$ cat src/rtl/cpu6_lsu_if.sv
`default_nettype none
// ============================================================================
//  Module      : cpu6_lsu_if
//  Description : Request/response and data-memory bus bundle for cpu6_lsu.
//  Revision    : 1.0  initial release
// ============================================================================
`ifndef CPU6_XLEN
`define CPU6_XLEN 32
`endif

interface cpu6_lsu_if #(
    parameter int XLEN = `CPU6_XLEN
);
    logic            req_valid;
    logic            req_ready;
    logic            req_we;
    logic [1:0]      req_size;
    logic            req_unsigned;
    logic [XLEN-1:0] req_addr;
    logic [XLEN-1:0] req_wdata;

    logic            resp_valid;
    logic [XLEN-1:0] resp_rdata;
    logic            resp_split;
    logic            resp_err;

    logic            mem_req;
    logic            mem_we;
    logic [3:0]      mem_be;
    logic [XLEN-1:0] mem_addr;
    logic [XLEN-1:0] mem_wdata;
    logic [XLEN-1:0] mem_rdata;

    // LSU side: consumes requests and read data, drives responses and the RAM port.
    modport slave (
        input  req_valid, req_we, req_size, req_unsigned, req_addr, req_wdata,
        input  mem_rdata,
        output req_ready,
        output resp_valid, resp_rdata, resp_split, resp_err,
        output mem_req, mem_we, mem_be, mem_addr, mem_wdata
    );

    modport master (
        output req_valid, req_we, req_size, req_unsigned, req_addr, req_wdata,
        output mem_rdata,
        input  req_ready,
        input  resp_valid, resp_rdata, resp_split, resp_err,
        input  mem_req, mem_we, mem_be, mem_addr, mem_wdata
    );
endinterface

`default_nettype wire

$ cat src/rtl/cpu6_lsu.sv
`default_nettype none
// ============================================================================
//  Module      : cpu6_lsu
//  Description : Little-endian load/store unit; splits word-straddling accesses
//                into two word transactions on a 1-cycle-latency RAM port.
//  Revision    : 1.0  initial release
// ============================================================================
`ifndef CPU6_XLEN
`define CPU6_XLEN 32
`endif

module cpu6_lsu #(
    parameter int XLEN = `CPU6_XLEN
) (
    input  wire logic    clk,
    input  wire logic    reset,
    cpu6_lsu_if.slave    bus
);

    localparam logic [1:0] c_SIZE_BYTE    = 2'b00;
    localparam logic [1:0] c_SIZE_HALF    = 2'b01;
    localparam logic [1:0] c_SIZE_ILLEGAL = 2'b11;

    typedef enum logic [2:0] {
        S_IDLE = 3'd0,
        S_ACC0 = 3'd1,
        S_ACC1 = 3'd2,
        S_LAST = 3'd3,
        S_RESP = 3'd4
    } state_t;

    state_t          r_state;
    logic            r_req_ready;
    logic            r_resp_valid;
    logic            r_resp_split;
    logic            r_resp_err;
    logic [XLEN-1:0] r_resp_rdata;

    logic            r_we;
    logic [1:0]      r_size;
    logic            r_unsigned;
    logic [XLEN-1:0] r_addr;
    logic [XLEN-1:0] r_wdata;
    logic [XLEN-1:0] r_word0;

    logic [1:0]        w_off;
    logic [2:0]        w_nbytes;
    logic [7:0]        w_nmask;
    logic              w_split;
    logic [7:0]        w_mask;
    logic [2*XLEN-1:0] w_lanes;
    logic [XLEN-1:0]   w_word0_addr;
    logic [XLEN-1:0]   w_word1_addr;
    logic [XLEN-1:0]   w_lo;
    logic [XLEN-1:0]   w_merged;
    logic [XLEN-1:0]   w_load_data;

    assign w_off = r_addr[1:0];

    always_comb begin
        w_nbytes = 3'd4;
        w_nmask  = 8'h0F;
        case (r_size)
            c_SIZE_BYTE: begin
                w_nbytes = 3'd1;
                w_nmask  = 8'h01;
            end
            c_SIZE_HALF: begin
                w_nbytes = 3'd2;
                w_nmask  = 8'h03;
            end
            default: begin
                w_nbytes = 3'd4;
                w_nmask  = 8'h0F;
            end
        endcase
    end

    assign w_split      = (({1'b0, w_off} + w_nbytes) > 3'd4);
    assign w_mask       = w_nmask << w_off;
    assign w_lanes      = {{XLEN{1'b0}}, r_wdata} << {w_off, 3'b000};
    assign w_word0_addr = {r_addr[XLEN-1:2], 2'b00};
    assign w_word1_addr = w_word0_addr + XLEN'(4);

    // In LAST the RAM returns the final word: word0 when unsplit, word1 when split.
    assign w_lo     = w_split ? r_word0 : bus.mem_rdata;
    assign w_merged = XLEN'({bus.mem_rdata, w_lo} >> {w_off, 3'b000});

    always_comb begin
        w_load_data = w_merged;
        case (r_size)
            c_SIZE_BYTE:
                w_load_data = {{(XLEN-8){w_merged[7] & ~r_unsigned}}, w_merged[7:0]};
            c_SIZE_HALF:
                w_load_data = {{(XLEN-16){w_merged[15] & ~r_unsigned}}, w_merged[15:0]};
            default:
                w_load_data = w_merged;
        endcase
    end

    always_ff @(posedge clk or posedge reset) begin
        if (reset) begin
            r_state      <= S_IDLE;
            r_req_ready  <= 1'b1;
            r_resp_valid <= 1'b0;
            r_resp_split <= 1'b0;
            r_resp_err   <= 1'b0;
            r_resp_rdata <= '0;
            r_we         <= 1'b0;
            r_size       <= 2'b00;
            r_unsigned   <= 1'b0;
            r_addr       <= '0;
            r_wdata      <= '0;
            r_word0      <= '0;
        end else begin
            case (r_state)
                S_IDLE: begin
                    if (bus.req_valid && r_req_ready) begin
                        r_we        <= bus.req_we;
                        r_size      <= bus.req_size;
                        r_unsigned  <= bus.req_unsigned;
                        r_addr      <= bus.req_addr;
                        r_wdata     <= bus.req_wdata;
                        r_req_ready <= 1'b0;
                        if (bus.req_size == c_SIZE_ILLEGAL) begin
                            r_state      <= S_RESP;
                            r_resp_valid <= 1'b1;
                            r_resp_err   <= 1'b1;
                            r_resp_split <= 1'b0;
                            r_resp_rdata <= '0;
                        end else begin
                            r_state <= S_ACC0;
                        end
                    end
                end
                S_ACC0: begin
                    r_state <= w_split ? S_ACC1 : S_LAST;
                end
                S_ACC1: begin
                    r_word0 <= bus.mem_rdata;
                    r_state <= S_LAST;
                end
                S_LAST: begin
                    r_state      <= S_RESP;
                    r_resp_valid <= 1'b1;
                    r_resp_err   <= 1'b0;
                    r_resp_split <= w_split;
                    r_resp_rdata <= r_we ? '0 : w_load_data;
                end
                S_RESP: begin
                    r_state      <= S_IDLE;
                    r_req_ready  <= 1'b1;
                    r_resp_valid <= 1'b0;
                    r_resp_err   <= 1'b0;
                    r_resp_split <= 1'b0;
                    r_resp_rdata <= '0;
                end
                default: begin
                    r_state     <= S_IDLE;
                    r_req_ready <= 1'b1;
                end
            endcase
        end
    end

    always_comb begin
        bus.mem_req   = 1'b0;
        bus.mem_we    = 1'b0;
        bus.mem_be    = 4'b0000;
        bus.mem_addr  = '0;
        bus.mem_wdata = '0;
        case (r_state)
            S_ACC0: begin
                bus.mem_req   = 1'b1;
                bus.mem_we    = r_we;
                bus.mem_be    = w_mask[3:0];
                bus.mem_addr  = w_word0_addr;
                bus.mem_wdata = r_we ? w_lanes[XLEN-1:0] : '0;
            end
            S_ACC1: begin
                bus.mem_req   = 1'b1;
                bus.mem_we    = r_we;
                bus.mem_be    = w_mask[7:4];
                bus.mem_addr  = w_word1_addr;
                bus.mem_wdata = r_we ? w_lanes[2*XLEN-1:XLEN] : '0;
            end
            default: begin
                bus.mem_req = 1'b0;
            end
        endcase
    end

    assign bus.req_ready  = r_req_ready;
    assign bus.resp_valid = r_resp_valid;
    assign bus.resp_rdata = r_resp_rdata;
    assign bus.resp_split = r_resp_split;
    assign bus.resp_err   = r_resp_err;

endmodule

`default_nettype wire

$ cat src/flat_wrapper.sv
// flat-port wrapper written by rule: the top's interface ports become plain ports
module cpu6_lsu_flat 
#(
    parameter int XLEN = `CPU6_XLEN
)
  (clk, reset, bus_req_valid, bus_req_we, bus_req_size, bus_req_unsigned, bus_req_addr, bus_req_wdata, bus_mem_rdata, bus_req_ready, bus_resp_valid, bus_resp_rdata, bus_resp_split, bus_resp_err, bus_mem_req, bus_mem_we, bus_mem_be, bus_mem_addr, bus_mem_wdata);
  cpu6_lsu_if #(.XLEN(XLEN)) bus_i ();
  input  wire logic clk;
  input  wire logic reset;
  input wire logic [$bits(bus_i.req_valid)-1:0] bus_req_valid;
  input wire logic [$bits(bus_i.req_we)-1:0] bus_req_we;
  input wire logic [$bits(bus_i.req_size)-1:0] bus_req_size;
  input wire logic [$bits(bus_i.req_unsigned)-1:0] bus_req_unsigned;
  input wire logic [$bits(bus_i.req_addr)-1:0] bus_req_addr;
  input wire logic [$bits(bus_i.req_wdata)-1:0] bus_req_wdata;
  input wire logic [$bits(bus_i.mem_rdata)-1:0] bus_mem_rdata;
  output wire logic [$bits(bus_i.req_ready)-1:0] bus_req_ready;
  output wire logic [$bits(bus_i.resp_valid)-1:0] bus_resp_valid;
  output wire logic [$bits(bus_i.resp_rdata)-1:0] bus_resp_rdata;
  output wire logic [$bits(bus_i.resp_split)-1:0] bus_resp_split;
  output wire logic [$bits(bus_i.resp_err)-1:0] bus_resp_err;
  output wire logic [$bits(bus_i.mem_req)-1:0] bus_mem_req;
  output wire logic [$bits(bus_i.mem_we)-1:0] bus_mem_we;
  output wire logic [$bits(bus_i.mem_be)-1:0] bus_mem_be;
  output wire logic [$bits(bus_i.mem_addr)-1:0] bus_mem_addr;
  output wire logic [$bits(bus_i.mem_wdata)-1:0] bus_mem_wdata;
  assign bus_i.req_valid = bus_req_valid;
  assign bus_i.req_we = bus_req_we;
  assign bus_i.req_size = bus_req_size;
  assign bus_i.req_unsigned = bus_req_unsigned;
  assign bus_i.req_addr = bus_req_addr;
  assign bus_i.req_wdata = bus_req_wdata;
  assign bus_i.mem_rdata = bus_mem_rdata;
  assign bus_req_ready = bus_i.req_ready;
  assign bus_resp_valid = bus_i.resp_valid;
  assign bus_resp_rdata = bus_i.resp_rdata;
  assign bus_resp_split = bus_i.resp_split;
  assign bus_resp_err = bus_i.resp_err;
  assign bus_mem_req = bus_i.mem_req;
  assign bus_mem_we = bus_i.mem_we;
  assign bus_mem_be = bus_i.mem_be;
  assign bus_mem_addr = bus_i.mem_addr;
  assign bus_mem_wdata = bus_i.mem_wdata;
  cpu6_lsu #(.XLEN(XLEN)) u_core (.clk(clk), .reset(reset), .bus(bus_i));
endmodule
$ cat config.mk
export PLATFORM = sky130hd
export DESIGN_NAME = cpu6_lsu_flat
export DESIGN_NICKNAME = d
export VERILOG_FILES = /design/src/rtl/cpu6_lsu_if.sv /design/src/rtl/cpu6_lsu.sv /design/src/flat_wrapper.sv
export SDC_FILE = /design/constraint.sdc
export NUM_CORES = 1
export LEC_CHECK = 0
export ABC_AREA = 1
export CORE_ASPECT_RATIO = 1.75
export CORE_MARGIN = 4
export CORE_UTILIZATION = 25
export CTS_CLUSTER_DIAMETER = 150
export CTS_CLUSTER_SIZE = 25
export DETAILED_ROUTE_END_ITERATION = 16
export GPL_TIMING_DRIVEN = 0
export PLACE_DENSITY_LB_ADDON = 0.1
export SLEW_MARGIN = 30
export SYNTH_ARGS = -nofsm -noshare
export SYNTH_HDL_FRONTEND = slang
export SYNTH_SLANG_ARGS = --single-unit
$ cat constraint.sdc
create_clock -name clk -period 6.9 [get_ports clk]
set_clock_uncertainty 0.05 [all_clocks]
set_input_delay 1.725 -clock clk [delete_from_list [all_inputs] [get_ports clk]]
set_output_delay 1.725 -clock clk [all_outputs]
set_load 0.02 [all_outputs]
## After elaboration in Yosys (flattened, before gate mapping)

Index checks and enable logic that the tools add are counted.

- Multiplexer cells: 28
- Add/sub/neg operators: 2
- Reduce and logical (&&, ||, !) cells: 12
- Magnitude comparators: 1
- Shifts and indexed selects: 3
- Equality and inequality tests: 8
- Bitwise logic cells: 4

Operators by type and width:

| operator | number |
|---|---|
| 32-bit two-way mux | 6 |
| 32-bit one-hot mux with 2 select lines | 3 |
| 32-bit one-hot mux with 3 select lines | 1 |
| 32-bit by 5-bit << shifter with 64-bit output | 1 |
| 64-bit by 5-bit right shift with 32-bit output | 1 |
| 32-bit by 3-bit adder with 32-bit output (second input constant) | 1 |
| 4-bit one-hot mux with 2 select lines | 2 |
| 3-bit one-hot mux with 4 select lines | 1 |
| 1-bit two-way mux | 8 |
| 4-bit by 2-bit << shifter with 8-bit output | 1 |
| 3-bit by 2-bit equality test with 1-bit output (second input constant) | 2 |
| 3-bit two-way mux | 2 |
| 1-bit one-hot mux with 3 select lines | 2 |
| 3-bit one-hot mux with 2 select lines | 1 |
| 3-bit AND reduction | 2 |
| 2-bit by 1-bit != test with 1-bit output (second input constant) | 2 |
| 1-bit one-hot mux with 2 select lines | 2 |
| 2-bit AND reduction | 2 |
| 2-bit OR reduction | 2 |
| 2-bit by 3-bit adder with 3-bit output | 1 |
| 3-bit by 1-bit equality test with 1-bit output (second input constant) | 1 |
| 3-bit equality test (second input constant) | 1 |
| 3-bit > comparator (second input constant) | 1 |
| 3-bit logical NOT | 1 |
| 9 further kinds | 11 |

- Flip-flop bits (word level): 139
- Logic and storage cells: 70
- Input bits: 103
- Output and inout port bits: 106

## Logic depth before layout (Yosys ltp)

- Depth in word-level cells: 10
- Mapped depth: 17
- Depth with buffers taken out: 16

## Worst setup path after synthesis

No wires, ideal clock.

- Path kind: register -> output
- From: register u_core.r_addr[0]
- To: output port bus_mem_be[0]
- Buffers on the path: 2
- Arrival time: 1.793 ns
- Slack: 3.332 ns
- Stages on the path, launching flop included: 5
- Cells stage by stage: dfrtp_1 -> buf_2 -> buf_1 -> a21oi_1 -> o41ai_1

- Longest elaborated chain between the ends: 2

Ends and longest elaborated chain:

| item | line | RTL |
|---|---|---|
| from (decl) | cpu6_lsu.sv:42 | `logic [XLEN-1:0] r_addr;` |
| from (signal assigned) | cpu6_lsu.sv:122 | `r_addr <= bus.req_addr;` |
| 4-bit by 2-bit << shifter with 8-bit output | cpu6_lsu.sv:80 | `assign w_mask = w_nmask << w_off;` |
| 4-bit one-hot mux with 2 select lines | cpu6_lsu.sv:172 | `case (r_state)` |
| to (decl) | flat_wrapper.sv:24 | `output wire logic [$bits(bus_i.mem_be)-1:0] bus_mem_be;` |

Every way passes these cells.

## Worst setup path after layout

- From: register u_core.r_state[2]
- To: output port bus_mem_wdata[3]

- Longest elaborated chain between the ends: 2
- Elaborated cells on any way between the ends: 3
- Classes of those cells: 2 x eq/ne; 1 x mux

Ends and longest elaborated chain:

| item | line | RTL |
|---|---|---|
| from (decl) | cpu6_lsu.sv:32 | `state_t r_state;` |
| from (signal assigned) | cpu6_lsu.sv:137 | `r_state <= w_split ? S_ACC1 : S_LAST;` |
| 3-bit by 2-bit equality test with 1-bit output / 3-bit by 1-bit equality test with 1-bit output (equally long branches) | cpu6_lsu.sv:172 |  |
| 32-bit one-hot mux with 2 select lines (*) | cpu6_lsu.sv:172 |  |
| to (decl) | flat_wrapper.sv:26 | `output wire logic [$bits(bus_i.mem_wdata)-1:0] bus_mem_wdata;` |

Mark *: on every way between the ends. The rest lies on a longest branch, timed or not.

==> impl_metrics.py <==
metrics = {
    "run_status": {
        "status": "finished clean",
    },
    "pwr": {
        "power_mw": 1.88,
        "leakagePower_nw": 5.42,
        "vdd_drop_max_uv": 174,
        "powerDensity_nw_per_um2": 156,
    },
    "timing": {
        "hold_violations": 0,
        "fmax_ghz": 0.200,
        "rsz0062_at_grt": "no",
        "finalSetupTns_ns": 0,
        "setup_viol": 0,
        "finalCritPeriodShare_pct": 72.6,
        "layout_min_cycle_time_ns": 5.01,
        "slew_violations": 0,
        "final.setup.worst_slack_ns": 1.89,
        "worst_pin_slew_ns": 0.809,
        "relSlewSlack_pct": 46.1,
    },
    "synthesis": {
        "yosys_warnings": 0,
        "avgSynthCellArea_sq_um": 7.05,
        "async_flop_share_pct": 100,
        "synth_seq_cells": 139,
        "synth.distinct_cells": 43,
        "netlist_area_sq_um": 8780,
        "synth_top_flop_cell": "dfrtp_1",
        "synth_sequential_area_ratio_pct": 39.6,
        "synth_edf_count": 0,
        "netlist_instances": 1245,
    },
    "die": {
        "dieArea_sq_um": 38300,
        "row_count": 90,
        "dieWidth_microns": 150,
        "coreArea_sq_um": 34600,
        "num_io_pins": 209,
        "die_h_microns": 256,
        "initial_utilization_pct": 25.4,
    },
    "worst_setup_path": {
        "crit_path_start_kind": "flip-flop",
        "critPathArrivalTime_ns": 3.23,
        "cp.required_ns": 5.12,
        "critPathMaxFanout": 10,
        "endpoint_kind": "primary output",
        "worstSetupPathType": "reg -> out",
    },
    "clock_tree": {
        "hold_buffers": 0,
        "cts_made_buffers": 17,
        "cts_resized": 0,
        "cts_tree": "yes",
        "cts.sinks": 139,
        "cts.htree.levels": 4,
        "clockBufferDepth": 2,
        "clk-insertion-delay-late_ns": 0.44,
        "post_cts_buffers": 0,
        "cts_root_buf": "clkbuf_16",
        "clk_pin_slew_ns": 0.06,
    },
    "place": {
        "dpl.cell_count": 1913,
        "dp_slack_ns": 2.36,
        "placed_area_sq_um": 11500,
        "port_buffers": 206,
        "globalplace.congestion": 0.896,
        "dp_hpwl_microns": 32300,
    },
    "global_routing": {
        "track_usage_pct": 21.4,
        "grt.overflow.total": 0,
        "grt_max_degree": 78,
        "antenna_found_initial": 0,
        "first_global_vias": 9724,
        "grt_pass1_wl_microns": 60300,
    },
    "route": {
        "drt-total-wl_microns": 40600,
        "dr_total_vias": 9397,
        "drcViolationCount": 0,
        "wl_per_cell_microns": 20.9,
        "drtIter0Drc": 451,
        "vias_per_cell": 4.83,
        "top_layer_used": "met4",
        "met3WireLength_microns": 1870,
        "wl_met1_microns": 14600,
        "wl_met2_microns": 22000,
        "drt_pass1_iterations": 7,
        "drtAntennaViolNets": 0,
    },
    "hold_path": {
        "hp-class": "reg -> reg",
    },
    "final_layout": {
        "area_growth_pct": 37.3,
        "drive_gt1_share_pct": 8.96,
        "instances_no_fill": 1945,
        "antenna_cells": 0,
        "final_area_sq_um": 12100,
        "nets": 1579,
    },
    "run": {
        "drv_cap": 0,
    },
}
-- through the flow --
step | util (%) | hold WS [ns]
4_1_cts | 34.9 | 0.425
3_5_place_dp | 33.1 | 0.410
5_1_grt | 34.9 | 0.445
3_3_place_gp | 33.0 | 0.407
2_1_floorplan | - | 0.392
6_report | 34.9 | 0.422
-- sequential cells by signal, summed over array words and instances (netlist names) --
register	count
u_core.bus.req_ready	1
u_core.bus.resp_err	1
u_core.bus.resp_rdata	32
u_core.bus.resp_split	1
u_core.bus.resp_valid	1
u_core.r_addr	32
u_core.r_size	2
u_core.r_state	3
u_core.r_unsigned	1
u_core.r_wdata	32
u_core.r_we	1
u_core.r_word0	32
-- final timing paths --
kind	cells past startpoint	slack, ns	start	endpoint
max	7	1.89	u_core.r_state[2]	bus_mem_wdata[3]
min reg2reg	2	0.42	u_core.r_word0[19]	u_core.r_word0[19]
min	2	0.42	u_core.r_word0[19]	u_core.r_word0[19]
min in group asynchronous	2	1.68	reset	u_core.bus.resp_valid
max in group asynchronous	3	4.33	reset	u_core.r_wdata[12]
max reg2reg	14	3.29	u_core.r_addr[1]	u_core.bus.resp_rdata[17]
-- Yosys cell counts (2+ instances only) --
| cell type | number | area [sq um] |
|---|---|---|
| inv_2 | 8 | 30.0 |
| xor2_1 | 5 | 43.8 |
| nand2_2 | 2 | 12.5 |
| a21oi_1 | 72 | 360 |
| o31ai_1 | 2 | 15.0 |
| nor3_1 | 20 | 100 |
| mux2_2 | 40 | 450 |
| clkbuf_1 | 34 | 128 |
| nor2_1 | 85 | 319 |
| buf_1 | 6 | 22.5 |
| ha_1 | 3 | 37.5 |
| o22ai_1 | 23 | 144 |
| o211ai_2 | 4 | 50.1 |
| buf_4 | 2 | 15.0 |
| or2_2 | 8 | 50.1 |
| o21ai_0 | 111 | 556 |
| nand4_1 | 9 | 56.3 |
| nand3_1 | 78 | 390 |
| a221oi_1 | 2 | 17.5 |
| dfrtp_1 | 138 | 3450 |
| a22oi_1 | 5 | 37.5 |
| o21ai_1 | 2 | 10.0 |
| buf_6 | 3 | 33.8 |
| nor3_4 | 2 | 32.5 |
| nand2_1 | 425 | 1600 |
| nand3_4 | 3 | 52.6 |
| a211oi_1 | 8 | 60.1 |
| o211ai_1 | 12 | 90.1 |
| inv_1 | 97 | 364 |
| nand3b_1 | 2 | 15.0 |
| buf_2 | 22 | 110 |
-- routing by layer --
layer | vias up | track usage [%]
li1 | 4541 | -
met4 | 0 | 10.8
met2 | 299 | 39.7
met1 | 4485 | 22.5
met5 | - | 0
met3 | 72 | 3.90
-- logic make-up after synthesis --
| family | share of synthesized area (%) |
|---|---|
| xor gates and xnor gates | 0.499 |
| adders and majority gates | 0.656 |
| and+or+nand+nor | 30.4 |
| AOI/OAI and AO/OA | 15.5 |
| buffers and inverters | 8.05 |
| muxes | 5.25 |
| DFF | 39.6 |
| other | 0.0427 |
-- cell usage in the layout (no fill, tap or decap), drive strengths merged, types with 9 or more instances in the layout --
cell / count
o22ai: 23
clkbuf: 53
nor3: 23
dfrtp: 138
nor2: 87
o211ai: 16
nand2: 427
nand4: 9
mux2: 40
clkdlybuf4s50: 206
a21oi: 72
inv: 106
o21ai: 113
buf: 34
nand3: 82
-- report_power, final --
part	leakage (nW)	switching [mW]	total [mW]	internal, mW
combinational	3.61	0.0539	0.117	0.0627
sequential	1.54	0.00155	0.819	0.817
clock	0.282	0.392	0.944	0.552
-- worst max-delay path, stage by stage (launching register included) --
cell and delay (ns):
dfrtp_1 0.50, nor3_4 0.44, nand2_2 0.28, nor2_1 0.20
inv_1 0.15, buf_2 0.23, o22ai_1 0.31, clkdlybuf4s50_1 0.68
-- layout make-up --
class | count | area (sq um)
buffer | 67 | 309
clock buffer | 19 | 453
clock inverter | 13 | 144
fill | 3819 | 22500
inverter | 106 | 405
multi-input combinational | 934 | 4600
sequential | 139 | 3480
tap | 460 | 576
timing repair buffer | 207 | 2090
No activity file was read; power rests on OpenSTA's default activity.
